--- src/rtl/dstack_ctrl.sv ---
// Data-stack controller for the Forth core: T is held here, N and below live in an external stack memory.
// One op per accepted request; ROT takes two cycles with op_ready low in the second. stk_* are combinational.
module dstack_ctrl #(
    parameter int DEPTH = 16,
    parameter int WIDTH = 16,
    localparam int DB = $clog2(DEPTH + 2)
) (
    input  logic             clk,
    input  logic             resetq,
    input  logic             op_valid,
    output logic             op_ready,
    input  logic [3:0]       op,
    input  logic [WIDTH-1:0] din,
    input  logic             clr_err,
    output logic [WIDTH-1:0] tos,
    output logic [DB-1:0]    depth,
    output logic             ovf,
    output logic             unf,
    output logic             stk_we,
    output logic [1:0]       stk_delta,
    output logic [WIDTH-1:0] stk_wd,
    input  logic [WIDTH-1:0] stk_rd1,
    input  logic [WIDTH-1:0] stk_rd2
);

    localparam logic [3:0] OP_LIT   = 4'h1, OP_DUP  = 4'h2, OP_DROP = 4'h3, OP_SWAP = 4'h4;
    localparam logic [3:0] OP_OVER  = 4'h5, OP_NIP  = 4'h6, OP_ROT  = 4'h7, OP_ADD  = 4'h8;
    localparam logic [3:0] OP_SUB   = 4'h9, OP_AND  = 4'hA, OP_OR   = 4'hB, OP_XOR  = 4'hC;
    localparam logic [3:0] OP_INV   = 4'hD, OP_2DROP = 4'hE;

    localparam logic [1:0] D_HOLD = 2'b00, D_PUSH = 2'b01, D_POP1 = 2'b11, D_POP2 = 2'b10;

    localparam logic signed [DB+1:0] MAX_DEPTH = (DB + 2)'(DEPTH + 1);
    localparam logic [DB-1:0]        FULL      = DB'(DEPTH + 1);

    typedef enum logic {S_IDLE, S_ROT2} state_t;

    state_t                 state;
    logic [WIDTH-1:0]       rot_t;
    logic                   accept;
    logic [WIDTH-1:0]       t_next;
    logic                   we;
    logic [1:0]             delta;
    logic [WIDTH-1:0]       wd;
    logic [DB-1:0]          need;
    logic signed [2:0]      dd;
    logic signed [DB+1:0]   dsum;
    logic                   ovf_new;
    logic                   unf_new;
    logic [DB-1:0]          depth_next;

    assign accept = op_valid && op_ready;

    always_comb begin
        t_next = tos;
        we     = 1'b0;
        delta  = D_HOLD;
        wd     = tos;
        need   = '0;
        dd     = 3'sd0;
        if (state == S_ROT2) begin
            // Second half of ROT: push the old T (c) back under the new top.
            we    = 1'b1;
            delta = D_PUSH;
            wd    = rot_t;
        end else if (accept) begin
            case (op)
                OP_LIT:   begin t_next = din; we = 1'b1; delta = D_PUSH; dd = 3'sd1; end
                OP_DUP:   begin we = 1'b1; delta = D_PUSH; need = DB'(1); dd = 3'sd1; end
                OP_DROP:  begin t_next = stk_rd1; delta = D_POP1; need = DB'(1); dd = -3'sd1; end
                OP_SWAP:  begin t_next = stk_rd1; we = 1'b1; need = DB'(2); end
                OP_OVER:  begin t_next = stk_rd1; we = 1'b1; delta = D_PUSH; need = DB'(2); dd = 3'sd1; end
                OP_NIP:   begin delta = D_POP1; need = DB'(2); dd = -3'sd1; end
                OP_ROT:   begin t_next = stk_rd2; we = 1'b1; delta = D_POP1; wd = stk_rd1; need = DB'(3); end
                OP_ADD:   begin t_next = stk_rd1 + tos; delta = D_POP1; need = DB'(2); dd = -3'sd1; end
                OP_SUB:   begin t_next = stk_rd1 - tos; delta = D_POP1; need = DB'(2); dd = -3'sd1; end
                OP_AND:   begin t_next = stk_rd1 & tos; delta = D_POP1; need = DB'(2); dd = -3'sd1; end
                OP_OR:    begin t_next = stk_rd1 | tos; delta = D_POP1; need = DB'(2); dd = -3'sd1; end
                OP_XOR:   begin t_next = stk_rd1 ^ tos; delta = D_POP1; need = DB'(2); dd = -3'sd1; end
                OP_INV:   begin t_next = ~tos; need = DB'(1); end
                OP_2DROP: begin t_next = stk_rd2; delta = D_POP2; need = DB'(2); dd = -3'sd2; end
                default:  begin end
            endcase
        end
    end

    assign stk_we    = we;
    assign stk_delta = delta;
    assign stk_wd    = wd;

    // Depth arithmetic in a signed, two-bit-wider domain so both clamps are visible.
    assign dsum    = $signed({2'b00, depth}) + $signed({{(DB - 1){dd[2]}}, dd});
    assign ovf_new = accept && (dsum > MAX_DEPTH);
    assign unf_new = accept && (depth < need);

    always_comb begin
        if (dsum[DB+1])
            depth_next = '0;
        else if (dsum > MAX_DEPTH)
            depth_next = FULL;
        else
            depth_next = dsum[DB-1:0];
    end

    always_ff @(posedge clk or negedge resetq) begin
        if (!resetq) begin
            state    <= S_IDLE;
            op_ready <= 1'b1;
            tos      <= '0;
            depth    <= '0;
            ovf      <= 1'b0;
            unf      <= 1'b0;
            rot_t    <= '0;
        end else begin
            ovf <= (ovf && !clr_err) || ovf_new;
            unf <= (unf && !clr_err) || unf_new;
            if (state == S_ROT2) begin
                state    <= S_IDLE;
                op_ready <= 1'b1;
            end else if (accept) begin
                tos   <= t_next;
                depth <= depth_next;
                if (op == OP_ROT) begin
                    state    <= S_ROT2;
                    op_ready <= 1'b0;
                    rot_t    <= tos;
                end
            end
        end
    end

endmodule
--- config.mk ---
export PLATFORM = sky130hd
export DESIGN_NAME = dstack_ctrl
export DESIGN_NICKNAME = d
export VERILOG_FILES = /design/src/rtl/dstack_ctrl.sv
export SDC_FILE = /design/constraint.sdc
export NUM_CORES = 1
export LEC_CHECK = 0
export BUFFER_PORTS_ARGS = -buffer_cell sky130_fd_sc_hd__buf_2
export CAP_MARGIN = 20
export CORE_MARGIN = 2
export CORE_UTILIZATION = 57
export CTS_CLUSTER_SIZE = 40
export DETAILED_ROUTE_END_ITERATION = 8
export PLACE_DENSITY_LB_ADDON = 0.1
export SLEW_MARGIN = 25
export SYNTH_ARGS = -nofsm -noshare
export SYNTH_HDL_FRONTEND = slang
export SYNTH_SLANG_ARGS = --single-unit
--- constraint.sdc ---
create_clock -name clk -period 3.9 [get_ports clk]
set_clock_uncertainty 0.1 [all_clocks]
set_input_delay 0.585 -clock clk [delete_from_list [all_inputs] [get_ports clk]]
set_output_delay 0.585 -clock clk [all_outputs]
set_load 0.01 [all_outputs]
# After elaboration in Yosys (flattened, before gate mapping)
# Index checks and enable logic that the tools add are counted.
# word_totals
register_bits	41
latchBits	0
ram_bits	0
mem_bits_ro	0
in_bits	56
output_inout_bits	43
word_cells	78
mem_count	0
# op_classes
add_sub_neg	3
multipliers	0
n_div	0
n_lt_le_gt_ge	2
n_eq_ne	14
n_shift	0
n_mux	24
n_bitwise	5
n_reduce_logical	23
# op_table
op	n
$pmux 16 s9	1
$mux 16	3
$eq 4x4->1 const B	7
$add 16x16->16	1
$and 16x16->16	1
$eq 4x3->1 const B	4
$not 16->16	1
$or 16x16->16	1
$sub 16x16->16	1
$xor 16x16->16	1
$mux 5	3
$pmux 2 s3	2
$mux 1	9
$pmux 3 s3	1
$reduce_bool 9->1	1
$reduce_or 3->1	3
$reduce_or 9->1	1
$eq 4x2->1 const B	2
$reduce_or 8->1	1
$add 6x3->7	1
$gt 7x6->1 const B	1
$reduce_or 7->1	1
$mux 2	3
$mux 3	2
11 further kinds	19

# Logic depth before layout (Yosys ltp)
# Gate-level depths: netlist (run 1).
# logic_depth
word_depth	9
ltp_mapped	14
depth_no_buf	12

# Worst setup path after synthesis (run 1)
# Ideal clock, no wire load.
# synth_timing
kind	input to register
startpoint	input port op[1]
endpoint	register tos[15]
setup_ps	69
t_arrival_ps	3235
required_time_ps	3731
path_slack_ps	496
path_stages	13
path_buffers	2
cell_sequence	buf_4 > nand3b_1 > nor2_1 > clkbuf_1 > nor2_1 > xnor2_1 > ha_1 > o211ai_1 > a21o_1 > a211oi_2 > a211oi_1 > or4_1 > nand3_1
# synth_via
elab_chain_len	4
word_cells_on_any_way	17
classes_between	12 x eq/ne; 1 x mux; 4 x reduce/logical
# synth_rtl
element	line	rtl
from (decl)	12	input logic [3:0] op,
$eq 4x3->1 (tied with other cells)	67	case (op)
$reduce_or 3->1 (no line) / $reduce_or 2->1 (equally long branches)	-	
$reduce_bool 9->1 (no line)	-	
$reduce_and 3->1 (no line)	-	
to (signal assigned)	121	tos <= t_next;
to (decl)	15	output logic [WIDTH-1:0] tos,
# Several ways; a longest one is shown, not always the timed one.
# A chain may end at the register's enable or synchronous reset.

# Worst setup path in the final report (run 1)
# layout_timing
startpoint	register tos[4]
endpoint	register tos[15]
# layout_via
elab_chain_len	2
word_cells_on_any_way	3
classes_between	2 x add/sub; 1 x mux
# layout_rtl
element	line
$sub 16x16->16 / $add 16x16->16 (equally long branches)	76, 75
$pmux 16 s9 *	67
# Every way passes the cells marked *; elsewhere a longest branch is shown, timed or not.

==> out/summary.md, run 1 <==
* **y dimension of the die** 95.9 um
* **routability cong.** 0.946
* **Distinct cells, synth** 64
* **I/O Buffers** 98
* **Critical Setup Path Class** flop to flop
* **RSZ-0062 raised after global routing** false
* **maximum clock frequency** 281 MHz
* **DRT Pass-1 Iters** 5
* **final max-slew violation count** 0
* **leading register cell type out of synthesis** dfrtp_1
* **top cell type's share of synthesized area** 0.208
* **clock slew at the register clock pins of the worst setup and hold paths** 0.11 ns
* **top area cells in the synthesized netlist** dfrtp_1 (21%), ha_1 (14%), o21ai_0 (4.8%), mux2_2 (4.2%), mux2i_1 (4.2%)
* **clock group share of total power** 0.096
* **initial antenna violation count** 0
* **final hold violations** 0
* **sequential share of power** 0.274
* **worst hold slack** 0.167 ns
* **placeable core region** 0.00822 mm2
* **cts bufs inserted** 5
* **I/O pin cnt** 99
* **nets in the synthesized netlist** 710
* **cts-stage hold buffer count** 0
* **Crit. End Element** flop
* **fraction of power spent switching nets** 0.490
* **cell taking the most area after synthesis** dfrtp_1
* **antenna cells** 0
* **final wirelength** 14.9 mm
* **Worst slew margin** 0.468
* **row count** 33
* **per-cell via count in the routed design** 6.38
* **source-to-sink clock delay at the later pin of the worst-skew pair** 0.32 ns
* **path category of the worst min-delay check** input port to asynchronous set/reset pin
* **Synth-to-Final Area Change** 14.1%
* **maximum vdd ir drop** 298 uV
* **number of clock sinks** 41
* **via count of the first global-routing pass** 4638
* **number of nets at the end of the flow** 797
* **first-pass GRT wire length** 23.3 mm
* **number of buffers inserted by post-CTS setup repair** 0
* **share of the clock period used by the worst path after layout** 0.912
* **number of standard cells in the layout, taps in and fillers out** 790
* **sequential-to-total area share from yosys stat** 0.213
* **die outline area** 0.00920 mm2
* **clock tree from TritonCTS** built
* **largest stage delay on the critical path** 0.62 ns
* **Warnings, synthesis** 0
* **NetSw** 1550 uW
* **overall global routing resource usage** 0.327
* **Initial Utilization** 0.586
* **count of routing violations after the opening detailed-route iteration** 417
* **drt drc** 0
* **total via count after detailed routing** 5040
* **Critical Path, Cell by Cell** or4_4 -> nor3_1 -> and3_1 -> a21oi_1 -> xnor2_1 -> ha_1 -> o21ai_0 -> o21a_1 -> o21bai_1 -> a211oi_1 -> or4_1 -> nand3_1
* **run status** completed
* **fraction of registers with async set/reset** 1.00
* **post-synthesis sequential element count** 41
* **total placed cells including tap cells** 782
* **drt wl/cell** 18.8 um
* **Syn Inst Count** 597
* **Max Buffers Root-to-Sink** 2
* **leakage power of the design** 0.00260 uW
* **final antenna-violating net count** 0
* **Critical Path Fanout Max** 8
* **post-synthesis instance area** 0.00482 mm2
* **Die Span X** 95.9 um
* **clock root buffer** clkbuf_8
* **Comb pwr share** 0.630
* **Synth Area per Inst** 8.07 um2
* **Critical Path AT** 3.70 ns
* **max-capacitance violation count** 0
* **fraction of layout instances using a drive strength above 1** 0.223
* **highest-delay cell along the critical path** or4_4
* **number of enable flip-flop cells after synthesis** 0
* **total negative slack for setup checks** 0 ns
* **maximum number of pins on one net before global-route repair** 42
* **grt ovf** 0
* **final number of setup-violating endpoints** 0
* **H-tree depth** 2
* **Pint** 1610 uW
* **post-route minimum period** 3.56 ns
* **detailed placement HPWL** 11.1 mm
* **Worst setup SP type** flop
* **total power per unit cell area** 576 mW/mm2
* **WP data required** 4.04 ns
* **number of gates resized after cts** 0
* **Least-Margin Pin Slew** 0.798 ns
-- sequential cells by signal, indices dropped and copies added (netlist names) --
signal,cells
tos,16
unf,1
state,1
rot_t,16
depth,5
ovf,1
op_ready,1
-- worst paths after layout --
path	start	to	slack (ns)	cells after the start
setup / recovery	tos[4]$_DFFE_PN0P_	tos[15]$_DFFE_PN0P_	0.34	12
hold / removal	resetq	rot_t[0]$_DFFE_PN0P_	0.17	1
setup reg to reg	tos[4]$_DFFE_PN0P_	tos[15]$_DFFE_PN0P_	0.34	12
hold reg to reg	op_ready$_DFFE_PN1P_	op_ready$_DFFE_PN1P_	0.41	2
max in group asynchronous	resetq	rot_t[6]$_DFFE_PN0P_	3.14	1
min in group clk	clr_err	ovf$_DFF_PN0_	0.37	2
-- area by class of cell --
type                       instances  area (um2)
timing repair buffer             114         613
clock buffer                       5        68.8
tap                              105         131
fill                             728        2720
clock inverter                     3        17.5
inverter                          49         184
sequential                        41        1030
multi-input combinational        473        3450
-- synthesized netlist by cell type, types with 3 or more instances --
| cell | instances |
|---|---|
| nand3_1 | 8 |
| nor3b_1 | 3 |
| buf_2 | 11 |
| a222oi_1 | 4 |
| a21oi_1 | 37 |
| or3_1 | 5 |
| nor3_1 | 6 |
| o31ai_1 | 6 |
| o2111ai_1 | 3 |
| mux2i_1 | 20 |
| o21ai_0 | 46 |
| a221oi_1 | 10 |
| o221ai_1 | 7 |
| or2_2 | 4 |
| nand2b_1 | 11 |
| nand2_1 | 52 |
| o22ai_1 | 7 |
| a31oi_1 | 12 |
| buf_4 | 5 |
| nand3b_1 | 6 |
| mux2_2 | 18 |
| xnor2_1 | 18 |
| xor2_1 | 11 |
| nor2b_1 | 6 |
| a21o_1 | 7 |
| ha_1 | 55 |
| inv_1 | 48 |
| a22o_1 | 5 |
| o31a_1 | 3 |
| dfrtp_1 | 40 |
| and3_1 | 6 |
| and2_1 | 3 |
| clkbuf_1 | 17 |
| nor2_1 | 37 |
| o211ai_1 | 7 |
| a211oi_1 | 11 |
| a221o_1 | 3 |
| o21a_1 | 6 |
-- metal layers --
layer	track usage	part of all wire	up-vias
li1	-	-	2346
met1	0.442	0.44	2427
met2	0.537	0.46	232
met3	0.0384	0.072	35
met4	0.118	0.030	0
met5	0	0	-
-- logic make-up after synthesis --
| group | share of synthesized area |
|---|---|
| multiplexers | 0.0837 |
| buffers and inverters | 0.0714 |
| AND/OR/NAND/NOR | 0.161 |
| XOR/XNOR | 0.0527 |
| flip-flops | 0.213 |
| adder cells (fa/ha/maj) | 0.151 |
| AO/OA/AOI/OAI | 0.267 |
-- power groups by stage --
stage | logic, uW | clock network [uW] | registers, uW
floorplan | 1400 | 0 | 815
global placement | 1880 | 0 | 858
detailed placement | 1940 | 0 | 869
CTS | 1960 | 302 | 859
global route | 2200 | 319 | 898
finish | 2000 | 303 | 867
-- placed cells by master, fill, tap and decap left out, drive strengths merged, types with 8 or more instances in the layout --
cell and n:
buf 114, ha 55, nand2 52, inv 49, o21ai 48, dfrtp 40, nor2 38, a21oi 38
mux2i 20, mux2 18, xnor2 18, a31oi 12, a211oi 12, xor2 11, nand2b 11, a221oi 10
nand3 8
-- through the flow --
stage / cell area (um2) / total power (uW) / util / setup slack (ns)
finish: 5500 / 3170 / 0.669 / 0.342
global route: 5500 / 3420 / 0.669 / 0.127
CTS: 5490 / 3120 / 0.668 / 0.382
detailed placement: 5410 / 2810 / 0.658 / 0.322
global placement: 5410 / 2740 / 0.658 / 0.476
floorplan: 4820 / 2220 / - / 0.496
-- critical path: cells and delay by family (launching register included) --
family / cells / cell delay (ns)
compound gates: 5 / 0.71
xor+xnor: 1 / 0.13
fa+ha+maj: 1 / 0.38
flops: 1 / 0.49
simple gates: 5 / 1.67
Power figures use the tool's default switching activity.
==> inputs of run 2 (changes only) <==
--- a/config.mk
+++ b/config.mk
@@ -8,7 +8,7 @@
 export BUFFER_PORTS_ARGS = -buffer_cell sky130_fd_sc_hd__buf_2
 export CAP_MARGIN = 20
 export CORE_MARGIN = 2
-export CORE_UTILIZATION = 57
+export CORE_UTILIZATION = 25
 export CTS_CLUSTER_SIZE = 40
 export DETAILED_ROUTE_END_ITERATION = 8
 export PLACE_DENSITY_LB_ADDON = 0.1
==> out/summary.md, run 2 (same netlist as run 1, synthesis figures left out) <==
* **Die Span X** 143 um
* **leakage power of the design** 0.00269 uW
* **clock slew at the register clock pins of the worst setup and hold paths** 0.07 ns
* **Least-Margin Pin Slew** 0.714 ns
* **final wirelength** 19.3 mm
* **number of gates resized after cts** 0
* **largest stage delay on the critical path** 0.62 ns
* **commonest non-fill, non-tap cell in the layout** buf_2
* **maximum number of pins on one net before global-route repair** 35
* **DRT Pass-1 Iters** 5
* **Critical Setup Path Class** flop to flop
* **die outline area** 0.0204 mm2
* **drt wl/cell** 20.2 um
* **max-capacitance violation count** 0
* **per-cell via count in the routed design** 5.14
* **fraction of power spent switching nets** 0.475
* **Worst path top cell family by delay** simple AND/OR/NAND/NOR gates
* **total negative slack for setup checks** 0 ns
* **final hold violations** 0
* **Max Buffers Root-to-Sink** 2
* **number of buffers inserted by post-CTS setup repair** 0
* **clock tree from TritonCTS** built
* **Crit. End Element** flop
* **number of clock sinks** 41
* **Critical Path, Cell by Cell** or4_4 -> nor3_1 -> and3_2 -> a21oi_1 -> xnor2_1 -> ha_1 -> o21ai_0 -> o21a_1 -> o21bai_1 -> a211oi_1 -> or4_1 -> nand3_1
* **I/O pin cnt** 99
* **number of nets at the end of the flow** 807
* **cts bufs inserted** 5
* **Final Worst Setup Slack** 0.222 ns
* **routability cong.** 0.886
* **maximum clock frequency** 272 MHz
* **source-to-sink clock delay at the later pin of the worst-skew pair** 0.31 ns
* **Post-Place Setup Slack** 0.150 ns
* **maximum vdd ir drop** 236 uV
* **total power per unit cell area** 595 mW/mm2
* **clock group share of total power** 0.148
* **Worst slew margin** 0.523
* **fraction of layout instances using a drive strength above 1** 0.236
* **placeable core region** 0.0188 mm2
* **initial antenna violation count** 0
* **run status** completed
* **sequential share of power** 0.241
* **Worst setup SP type** flop
* **Pint** 1830 uW
* **y dimension of the die** 143 um
* **via count of the first global-routing pass** 5026
* **row count** 50
* **share of the core filled with cells** 0.310
* **path category of the worst min-delay check** input port to asynchronous set/reset pin
* **antenna cells** 0
* **Critical Path Fanout Max** 8
* **detailed placement HPWL** 14.8 mm
* **worst hold slack** 0.156 ns
* **first-pass GRT wire length** 29.7 mm
* **final antenna-violating net count** 0
* **clock root buffer** clkbuf_16
* **total via count after detailed routing** 4908
* **WP buf/inv** 0
* **Critical Path AT** 3.82 ns
* **highest-delay cell along the critical path** or4_4
* **count of routing violations after the opening detailed-route iteration** 325
* **grt ovf** 0
* **H-tree depth** 2
* **Synth-to-Final Area Change** 21.4%
* **final number of setup-violating endpoints** 0
* **share of the clock period used by the worst path after layout** 0.943
* **post-route minimum period** 3.68 ns
* **I/O Buffers** 98
* **Comb pwr share** 0.611
* **overall global routing resource usage** 0.194
* **RSZ-0062 raised after global routing** false
* **post-layout power** 3480 uW
* **WP data required** 4.04 ns
* **final max-slew violation count** 0
* **Initial Utilization** 0.256
* **drt drc** 0
* **Top Registers** rot_t: 16 flops, tos: 16 flops, depth: 5 flops
* **cts-stage hold buffer count** 0
* **commonest cells after routing, fill and taps aside** buf_2 (98), ha_1 (55), nand2_1 (52)
* **NetSw** 1650 uW
## run 2: final cells by class
class	count	area, um2
flip-flops and latches	41	1030
fillers	2078	13000
multi-input cells	473	3450
clock buffers	6	129
inverters	49	184
clock inverters	2	38.8
repair buffers	124	686
well taps	260	325
## run 2: final timing paths
check / from / endpoint / slack [ns] / depth (start not counted)
setup / recovery: tos[4]$_DFFE_PN0P_ / tos[15]$_DFFE_PN0P_ / 0.22 / 12
hold / removal: resetq / tos[2]$_DFFE_PN0P_ / 0.16 / 1
setup reg to reg: tos[4]$_DFFE_PN0P_ / tos[15]$_DFFE_PN0P_ / 0.22 / 12
hold reg to reg: rot_t[7]$_DFFE_PN0P_ / rot_t[7]$_DFFE_PN0P_ / 0.41 / 1
max in group asynchronous: resetq / tos[4]$_DFFE_PN0P_ / 2.74 / 2
min in group clk: clr_err / ovf$_DFF_PN0_ / 0.38 / 2
## run 2: worst reg2reg max path, cell delays in order, from the launching register on
cell and delay (ns):
dfrtp_2 0.48, or4_4 0.62, nor3_1 0.22, and3_2 0.26, a21oi_1 0.10, xnor2_1 0.14, ha_1 0.37, o21ai_0 0.16
o21a_1 0.19, o21bai_1 0.23, a211oi_1 0.11, or4_1 0.53, nand3_1 0.11
## run 2: metrics by stage
step	cells	area, um2
floorplan	597	4820
global placement	947	5680
detailed placement	947	5680
CTS	955	5840
global route	955	5850
finish	955	5850
## run 2: power groups by stage
stage               clock [uW]  combinational, uW  sequential (uW)
detailed placement           0               2110              843
CTS                        530               2130              836
global placement             0               2100              841
finish                     515               2130              837
global route               537               2370              869
floorplan                    0               1400              815
## run 2: routing by layer
layer,share of wire,up-vias,global-route usage
met5,0,-,0
met4,0.012,0,0.0459
met3,0.043,15,0.0241
met2,0.45,133,0.312
met1,0.50,2396,0.276
li1,-,2364,-
==> inputs of run 3 (changes only) <==
==> constraint.sdc (replaced) <==
create_clock -name clk -period 3.9 [get_ports clk]
set_clock_uncertainty 0.1 [all_clocks]
set_input_delay 0.585 -clock clk [delete_from_list [all_inputs] [get_ports clk]]
set_output_delay 0.585 -clock clk [all_outputs]
set_load 0.1 [all_outputs]
==> out/summary.md, run 3 (same netlist as run 1, synthesis figures left out) <==
* **run status** completed
* **path category of the worst min-delay check** input port to asynchronous set/reset pin
* **per-cell via count in the routed design** 5.10
* **NetSw** 2860 uW
* **Critical Setup Path Class** flop to flop
* **setup slack of the most critical reg-to-reg path** 0.36 ns
* **commonest non-fill, non-tap cell in the layout** buf_2
* **I/O pin cnt** 99
* **fraction of layout instances using a drive strength above 1** 0.242
* **Worst slew margin** 0.519
* **count of routing violations after the opening detailed-route iteration** 348
* **max-capacitance violation count** 0
* **grt ovf** 0
* **maximum number of pins on one net before global-route repair** 35
* **Initial Utilization** 0.256
* **overall global routing resource usage** 0.186
* **launching element of the worst setup path** tos[2]$_DFFE_PN0P_
* **final antenna-violating net count** 0
* **commonest cells after routing, fill and taps aside** buf_2 (82), ha_1 (55), nand2_1 (52)
* **number of nets at the end of the flow** 806
* **row count** 50
* **number of clock sinks** 41
* **total via count after detailed routing** 4868
* **placeable core region** 0.0188 mm2
* **die outline area** 0.0204 mm2
* **cts-stage hold buffer count** 0
* **total power per unit cell area** 795 mW/mm2
* **drt wl/cell** 19.5 um
* **length in cells of the worst reg-to-reg path** 12
* **detailed placement HPWL** 14.2 mm
* **number of gates resized after cts** 0
* **post-route minimum period** 3.54 ns
* **clock root buffer** clkbuf_16
* **worst hold slack** 0.186 ns
* **via count of the first global-routing pass** 4910
* **sequential share of power** 0.178
* **Comb pwr share** 0.732
* **source-to-sink clock delay at the later pin of the worst-skew pair** 0.30 ns
* **routability cong.** 0.859
* **final max-slew violation count** 0
* **Die Span X** 143 um
* **antenna cells** 0
* **DRT Pass-1 Iters** 5
* **clock tree from TritonCTS** built
* **share of the core filled with cells** 0.323
* **fraction of power spent switching nets** 0.591
* **final wirelength** 18.6 mm
* **clock group share of total power** 0.090
* **maximum clock frequency** 282 MHz
* **final number of setup-violating endpoints** 0
* **Least-Margin Pin Slew** 0.722 ns
* **Max Buffers Root-to-Sink** 2
* **WP data required** 4.03 ns
* **first-pass GRT wire length** 28.7 mm
* **number of buffers inserted by post-CTS setup repair** 0
* **Critical Path AT** 3.68 ns
* **Synth-to-Final Area Change** 26.3%
* **H-tree depth** 2
* **post-layout power** 4840 uW
* **RR Endpoint** tos[15]$_DFFE_PN0P_
* **final hold violations** 0
* **maximum vdd ir drop** 383 uV
* **initial antenna violation count** 0
* **Crit. End Element** flop
* **cts bufs inserted** 5
* **y dimension of the die** 143 um
* **Top Registers** rot_t: 16 flops, tos: 16 flops, depth: 5 flops
* **drt drc** 0
* **Worst setup SP type** flop
* **leakage power of the design** 0.00276 uW
* **Critical Path Fanout Max** 8
* **I/O Buffers** 98
* **RSZ-0062 raised after global routing** false
* **share of the clock period used by the worst path after layout** 0.909
* **worst flop-to-flop path startpoint** tos[2]$_DFFE_PN0P_
* **clock slew at the register clock pins of the worst setup and hold paths** 0.06 ns
* **Pint** 1980 uW
==> run 3: cell types whose count changed in the layout (fill, tap and decap cells not counted), moves of 2 or more <==
cell / change
o21ai_2: +6
o21ai_1: +10
clkbuf_1: +2
buf_2: -16
buf_12: +16
o21ai_0: -16
==> run 3: layer usage <==
layer  global-route usage  part of all wire  routed length, um  vias up
li1                     -                 -                  -     2368
met1                0.248              0.46               8620     2357
met2                0.324              0.48               9020      129
met3               0.0231             0.042                785       14
met4               0.0370             0.011                200        0
met5                    0                 0                  0        -
==> run 3: how the worst max path moves through the flow <==
stage | cells after the start | slack (ns) | endpoint
floorplan | 6 | -0.05 | stk_wd[8]
global placement | 14 | 0.23 | ovf$_DFF_PN0_
detailed placement | 14 | 0.09 | ovf$_DFF_PN0_
CTS | 12 | 0.34 | tos[15]$_DFFE_PN0P_
global route | 14 | 0.11 | ovf$_DFF_PN0_
finish | 12 | 0.36 | tos[15]$_DFFE_PN0P_
==> run 3: critical path, cell delays in order, from the launching register on <==
cell and delay, ns:
dfrtp_1 0.48, or4_4 0.57, nor3_1 0.20, and3_1 0.26, a21oi_1 0.10, xnor2_1 0.14, ha_1 0.38, o21ai_0 0.14
o21a_1 0.19, o21bai_1 0.18, a211oi_1 0.11, or4_1 0.52, nand3_1 0.10
==> run 3: stage by stage <==
| stage | instance area, um2 | worst slack (ns) | TNS [ns] | std cells |
|---|---|---|---|---|
| CTS | 6080 | 0.342 | 0 | 954 |
| finish | 6080 | 0.355 | 0 | 954 |
| floorplan | 4850 | -0.0539 | -0.130 | 597 |
| detailed placement | 5950 | 0.0877 | 0 | 946 |
| global placement | 5950 | 0.234 | 0 | 946 |
| global route | 6080 | 0.109 | 0 | 954 |
==> run 3: final cells by class <==
class / instances / area [um2]
timing repair buffer: 123 / 918
fill: 1994 / 12700
inverter: 49 / 184
multi-input combinational: 473 / 3490
clock buffer: 8 / 136
sequential: 41 / 1030
tap: 260 / 325
==> run 3: power by group through the flow <==
stage / registers (uW) / clock network, uW / logic, uW
5_1_grt: 898 / 461 / 3790
2_1_floorplan: 1500 / 0 / 1950
3_5_place_dp: 872 / 0 / 3530
3_3_place_gp: 865 / 0 / 3530
4_1_cts: 865 / 447 / 3550
6_report: 862 / 434 / 3540
